[config.mk]
export PLATFORM = sky130hd
export DESIGN_NAME = ch_buffer_sequencer
export DESIGN_NICKNAME = d
export VERILOG_FILES = /design/src/rtl/ch_buffer_sequencer.sv
export SDC_FILE = /design/constraint.sdc
export NUM_CORES = 1
export LEC_CHECK = 0
export BUFFER_PORTS_ARGS = -buffer_cell sky130_fd_sc_hd__buf_2
export CAP_MARGIN = 5
export CORE_ASPECT_RATIO = 1.75
export CORE_UTILIZATION = 60
export CTS_BUF_LIST = sky130_fd_sc_hd__clkbuf_8 sky130_fd_sc_hd__clkbuf_16
export DETAILED_ROUTE_END_ITERATION = 6
export PLACE_DENSITY = 0.83
export SLEW_MARGIN = 30
export SYNTH_ARGS = -nofsm -noshare
export SYNTH_HDL_FRONTEND = slang
export SYNTH_SLANG_ARGS = --single-unit
[constraint.sdc]
create_clock -name FCLK -period 5.5 [get_ports FCLK]
set_clock_uncertainty 0.1 [all_clocks]
set_input_delay 0.55 -clock FCLK [delete_from_list [all_inputs] [get_ports FCLK]]
set_output_delay 0.55 -clock FCLK [all_outputs]
set_load 0.02 [all_outputs]
[src/rtl/ch_buffer_sequencer.sv]
// Per-channel fast-buffer sequencer: walks N_BUF active-low fast-buffer enables in groups on each
// qualified discriminator trigger and captures a timestamp per trigger. Optional: CH_DISC_GLITCH_FILT_EN.
`timescale 1ns/1ps

module ch_buffer_sequencer #(
    parameter int N_BUF = 4,
    parameter int TS_W  = 10,
    parameter int DLY_W = 5,
    localparam int CNT_W = $clog2(N_BUF) + 1,
    localparam int GL_W  = $clog2(N_BUF) + 1,
    localparam int RD_W  = (N_BUF > 1) ? $clog2(N_BUF) : 1
) (
    input  logic              FCLK,
    input  logic              RSTB,
    input  logic              INST_START,
    input  logic              INST_STOP,
    input  logic              INST_READOUT,
    input  logic              DISCRIMINATOR_OUTPUT,
    input  logic              DISCRIMINATOR_POLARITY,
    input  logic [GL_W-1:0]   GROUP_LOG2,
    input  logic [DLY_W-1:0]  TRIG_DELAY,
    input  logic [TS_W-1:0]   TSTAMP,
    input  logic [RD_W-1:0]   RD_SEL,
    output logic [N_BUF-1:0]  TRIG_N,
    output logic              TRIG_SLOW_N,
    output logic              STOP_REQUEST,
    output logic [CNT_W-1:0]  TRIGGER_CNT,
    output logic [TS_W-1:0]   RD_TSTAMP,
    output logic [2:0]        STATE
);

    localparam int LOG2N = $clog2(N_BUF);
    localparam int CW1   = CNT_W + 1;

    typedef enum logic [2:0] {
        ST_IDLE     = 3'd0,
        ST_SAMPLING = 3'd1,
        ST_TAIL     = 3'd2,
        ST_STOPPED  = 3'd3,
        ST_READOUT  = 3'd4
    } state_t;

    state_t state, state_nx;

    logic              sync0, sync1;
    logic              pol, pol_d;
    logic              qual, qual_r;
    logic              busy;
    logic [DLY_W-1:0]  dly_cnt;
    logic              fire;
    logic              take_fire;

    logic [GL_W-1:0]   g_log;
    logic [CNT_W-1:0]  g_size;
    logic [CNT_W-1:0]  base;
    logic [CNT_W-1:0]  base_nx;
    logic [CW1-1:0]    span_lo;
    logic [CW1-1:0]    span_hi;
    logic [CNT_W-1:0]  cnt;
    logic              stop_req;
    logic [TS_W-1:0]   ts [N_BUF];
    logic [TS_W-1:0]   rd_val;
    logic [TS_W-1:0]   rd_tstamp;

    assign pol = sync1 ^ ~DISCRIMINATOR_POLARITY;

`ifdef CH_DISC_GLITCH_FILT_EN
    logic pol_d2;
    // Needs two consecutive active samples, so single-cycle glitches never qualify.
    assign qual = pol & pol_d & ~pol_d2;
`else
    assign qual = pol & ~pol_d;
`endif

    // Zero delay fires straight from qual_r; otherwise the counter fires as it reaches 1.
    assign fire = busy ? (dly_cnt == DLY_W'(1)) : (qual_r && (TRIG_DELAY == '0));

    always_ff @(posedge FCLK) begin
        if (!RSTB) begin
            sync0   <= 1'b0;
            sync1   <= 1'b0;
            pol_d   <= 1'b0;
`ifdef CH_DISC_GLITCH_FILT_EN
            pol_d2  <= 1'b0;
`endif
            qual_r  <= 1'b0;
            busy    <= 1'b0;
            dly_cnt <= '0;
        end else begin
            sync0  <= DISCRIMINATOR_OUTPUT;
            sync1  <= sync0;
            pol_d  <= pol;
`ifdef CH_DISC_GLITCH_FILT_EN
            pol_d2 <= pol_d;
`endif
            qual_r <= qual;
            if (INST_START) begin
                busy    <= 1'b0;
                dly_cnt <= '0;
            end else if (busy) begin
                if (dly_cnt == DLY_W'(1)) begin
                    busy <= 1'b0;
                end
                dly_cnt <= dly_cnt - DLY_W'(1);
            end else if (qual_r && (TRIG_DELAY != '0)) begin
                busy    <= 1'b1;
                dly_cnt <= TRIG_DELAY;
            end
        end
    end

    assign g_size  = CNT_W'(1) << g_log;
    assign base_nx = base + g_size;
    assign span_lo = {1'b0, base};
    assign span_hi = {1'b0, base} + {1'b0, g_size};

    always_ff @(posedge FCLK) begin
        if (!RSTB) begin
            state <= ST_IDLE;
        end else begin
            state <= state_nx;
        end
    end

    always_comb begin
        state_nx    = state;
        take_fire   = 1'b0;
        TRIG_N      = '1;
        TRIG_SLOW_N = 1'b1;

        if (INST_START) begin
            state_nx = ST_SAMPLING;
        end else if (INST_STOP && ((state == ST_SAMPLING) || (state == ST_TAIL))) begin
            state_nx = ST_STOPPED;
        end else if (INST_READOUT && (state != ST_IDLE)) begin
            state_nx = ST_READOUT;
        end else if (fire && (state == ST_SAMPLING)) begin
            take_fire = 1'b1;
            if (base_nx >= CNT_W'(N_BUF)) begin
                state_nx = ST_TAIL;
            end
        end

        case (state)
            ST_SAMPLING: begin
                TRIG_SLOW_N = 1'b0;
                for (int unsigned i = 0; i < N_BUF; i++) begin
                    if ((CW1'(i) >= span_lo) && (CW1'(i) < span_hi)) begin
                        TRIG_N[i] = 1'b0;
                    end
                end
            end
            ST_TAIL: begin
                TRIG_SLOW_N = 1'b0;
            end
            default: begin
            end
        endcase
    end

    always_comb begin
        rd_val = '0;
        for (int unsigned i = 0; i < N_BUF; i++) begin
            if (RD_SEL == RD_W'(i)) begin
                rd_val = ts[i];
            end
        end
    end

    always_ff @(posedge FCLK) begin
        if (!RSTB) begin
            g_log     <= '0;
            base      <= '0;
            cnt       <= '0;
            stop_req  <= 1'b0;
            rd_tstamp <= '0;
            for (int unsigned i = 0; i < N_BUF; i++) begin
                ts[i] <= '0;
            end
        end else begin
            if (INST_START) begin
                g_log    <= (GROUP_LOG2 > GL_W'(LOG2N)) ? GL_W'(LOG2N) : GROUP_LOG2;
                base     <= '0;
                cnt      <= '0;
                stop_req <= 1'b0;
                for (int unsigned i = 0; i < N_BUF; i++) begin
                    ts[i] <= '0;
                end
            end else if (take_fire) begin
                base     <= base_nx;
                cnt      <= cnt + CNT_W'(1);
                stop_req <= 1'b1;
                for (int unsigned i = 0; i < N_BUF; i++) begin
                    if (cnt == CNT_W'(i)) begin
                        ts[i] <= TSTAMP;
                    end
                end
            end
            // Keyed on the next state so the value is exactly 0 in every cycle spent outside READOUT.
            rd_tstamp <= (state_nx == ST_READOUT) ? rd_val : '0;
        end
    end

    assign STOP_REQUEST = stop_req;
    assign TRIGGER_CNT  = cnt;
    assign RD_TSTAMP    = rd_tstamp;
    assign STATE        = state;

endmodule

==> impl_metrics.toml <==
[run_status]
status = "finished, violations left"
failed_checks = "DRC"

[routing]
drc = 1
wl_met1_mm = 2.357
wl_per_cell_um = 16.34
wl_mm = 6.502
vias = 2322
drtIter0Drc = 34
firstDrtPassIters = 6
highest_layer = "met4"
route.met3.wl_um = 211
wl_met2_mm = 3.763
detail-route-antenna-nets = 0
vias_per_cell = 5.834

[pwr]
max-vdd-ir-drop_mv = 0.1908
combPwrFrac = 0.079
p_sw_mw = 0.2334
internal-power_mw = 0.7779
power.density_nw_per_um2 = 273.3
totalPowerFinal_mw = 1.011
swShare = 0.2308
p_seq_frac = 0.579
clkPwrFrac = 0.341
p_leak_nw = 1.498

[timing]
setup_viol = 0
fin_crit_ns = 2.852
worst_pin_slew_ns = 0.8956
slew_violations = 0
setup_tns_ns = 0
period_share = 0.5185
relSlewSlack = 0.4003
rsz0062_at_grt = "no"
setup_ws_ns = 2.648
whs_ns = 0.3014
hold_viol = 0
fmax_ghz = 0.3507

[critical_path]
r2r_cells = 8
cp_max_fo = 4
critPathRequiredTime_ns = 4.85
path_cells = "nor3b_1 -> ha_1 -> a21oi_1 -> nand3_1 -> o21ai_0 -> nand2b_1 -> o31ai_1 -> buf_2"
reg2reg_to = "RD_TSTAMP[6]"
cp.arrival_ns = 2.20
crit_family = "simple AND/OR/NAND/NOR gates"
endpoint_kind = "output port"
rr_startpoint = "g_log[0]"
cp_num_buf_inv = 1
r2r_setup_slack_ns = 2.77
startpoint_type = "register"
critPathMaxStageDelay_ns = 0.38
slowest_stage = "nor3b_1"
critPathKind = "register to output port"

[clocking]
clock-sinks = 73
htreeDepth = 3
post_cts_resized = 0
cts_tree = "built"
cts_buffer_depth = 2
cts_hold_buffers = 0
cts_buffers = 9
cts.clk_slew.worst_paths_ns = 0.07
cts_setup_buffers = 0
root_buffer = "clkbuf_8"
clkLatencyLatePin_ns = 0.34

[synth]
ys_async_sr_fraction = 0
synth_top_family_by_area = "simple AND/OR/NAND/NOR gates"
muxShareOfSynthArea = 0.06834
synthFlopType = "dfxtp_1"
ys_seq_area_frac = 0.5345
synthSimpleGateAreaFrac = 0.2092
syn_area_per_cell_sq_um = 11.29
synthAdderAreaFrac = 0.04708
synth_cell_types = 48
synth-warning-count = 0
synth-xor-area-share = 0.01329
synthesis.area_sq_um = 3296
synth_cells = 292
synth.net_count = 330
synth_compound_area_frac = 0.09263
ys_ff_latch = 73
synth_edf_count = 30

[placement]
gp_congestion = 0.7698
dpl.hpwl_mm = 4.872
port_buffers = 48
post-place-ws_ns = 2.567

[floorplanning]
core_area_sq_um = 5255
die_x_um = 58.03
die-area_sq_um = 5805
rows = 35
num_io_pins = 49
die_h_um = 100.0
initial_utilization = 0.6271

[hold_path]
hold-path-endpoint = "qual_r"
worstHoldStart = "pol_d"
hold_path.class = "register to register"
min_delay_path_depth = 1

[cells_and_area]
final_cell_mix = "buf_2 (48), dfxtp_1 (43), and2_1 (35)"
final_util = 0.7040
regArea_sq_um = 1762
multi_input_area_sq_um = 1426
area_delta_synth_final_pct = 12.26
fillCellCount = 404
final_common_cell = "buf_2"
nets = 376
drive_gt1_frac = 0.2216
diodes = 0

[grt]
grt_max_degree = 30
grt_pass1_vias = 2281
grt_pass1_wl_mm = 10.47
grt_antenna_before_repair = 0
grt_util_all_layers = 0.2485
grt_overflow = 0

[run]
cap_violations = 0
==> worst max path at each step <==
stage / start / endpoint / slack, ns / depth (start not counted)
4_1_cts: g_log[0] / TRIG_N[0] / 2.64 / 8
5_1_grt: g_log[0] / TRIG_N[0] / 2.51 / 8
3_5_place_dp: TRIG_DELAY[1] / ts[0][6] / 2.57 / 6
3_3_place_gp: TRIG_DELAY[1] / ts[3][1] / 2.69 / 6
2_1_floorplan: g_log[0] / TRIG_N[0] / 2.97 / 7
6_report: g_log[0] / TRIG_N[0] / 2.65 / 8
==> cells in the mapped netlist (2+ instances only) <==
cell	instances	area, sq um
a21oi_1	6	30.03
a31oi_1	4	25.02
o31ai_1	2	15.01
xnor2_1	2	17.52
nor2_1	11	41.29
nor3b_1	2	15.01
a31o_2	2	17.52
dfxtp_1	43	860.8
or4_4	2	22.52
nor3_1	8	40.04
o211ai_1	2	15.01
a21o_1	2	15.01
and4_1	2	17.52
and2_1	35	219.0
ha_1	10	125.1
inv_1	11	41.29
xor2_1	3	26.28
o21ai_1	10	50.05
clkbuf_1	3	11.26
buf_6	2	22.52
edfxtp_1	30	900.9
a211oi_1	6	45.04
mux4_2	10	225.2
nand2_1	19	71.32
buf_2	2	10.01
nand2b_1	5	31.28
buf_4	2	15.01
buf_1	4	15.01
o21ai_0	6	30.03
nor2b_1	13	81.33
nand3_1	16	80.08
==> power groups by stage <==
stage	registers [mW]	clock network, mW	logic (mW)
3_5_place_dp	0.598	0	0.0806
3_3_place_gp	0.597	0	0.0777
4_1_cts	0.586	0.351	0.0808
5_1_grt	0.587	0.374	0.0888
2_1_floorplan	0.596	0	0.0513
6_report	0.586	0.345	0.0801
==> kinds of logic after synthesis <==
kind of cell	after synthesis
adders and majority gates	12
DFF	73
xor gates and xnor gates	5
and+or+nand+nor	121
buffers and inverters	24
AOI/OAI and AO/OA	47
muxes	10
==> state kept, by name (all words and copies together), names as in the netlist <==
signal and count:
g_log 3, STATE 3, qual_r 1, sync0 1, dly_cnt 5, pol_d 1, busy 1, base 3
sync1 1, TRIGGER_CNT 3, RD_TSTAMP 10, STOP_REQUEST 1, ts 40
==> metal layers <==
metal / vias to the layer above / GRT usage
met5: - / 0
met4: 0 / 0.1300
met3: 14 / 0.04897
met2: 62 / 0.4748
met1: 1109 / 0.2394
li1: 1137 / -
==> worst register-to-register path, stage by stage, from the launching register on <==
cell	delay (ns)
dfxtp_1	0.36
nor3_1	0.07
ha_1	0.21
fa_1	0.42
xnor2_1	0.19
nor3_1	0.22
a31oi_1	0.14
o211ai_1	0.76
nor2b_1	0.11
==> metrics by stage <==
step / area (sq um) / cells
final: 3700 / 398
after global routing: 3700 / 398
after CTS: 3700 / 398
after detailed placement: 3538 / 382
after global placement: 3533 / 382
after floorplan: 3296 / 292
==> final cells by class <==
| class | instances | share of cell area |
|---|---|---|
| flip-flops and latches | 73 | 0.4762 |
| multi-input cells | 195 | 0.3855 |
| repair buffers | 48 | 0.06493 |
| clock buffers | 10 | 0.03720 |
| well taps | 55 | 0.01860 |
| inverters | 11 | 0.01116 |
| clock inverters | 6 | 0.006425 |
(Power assumes the default switching activity.)
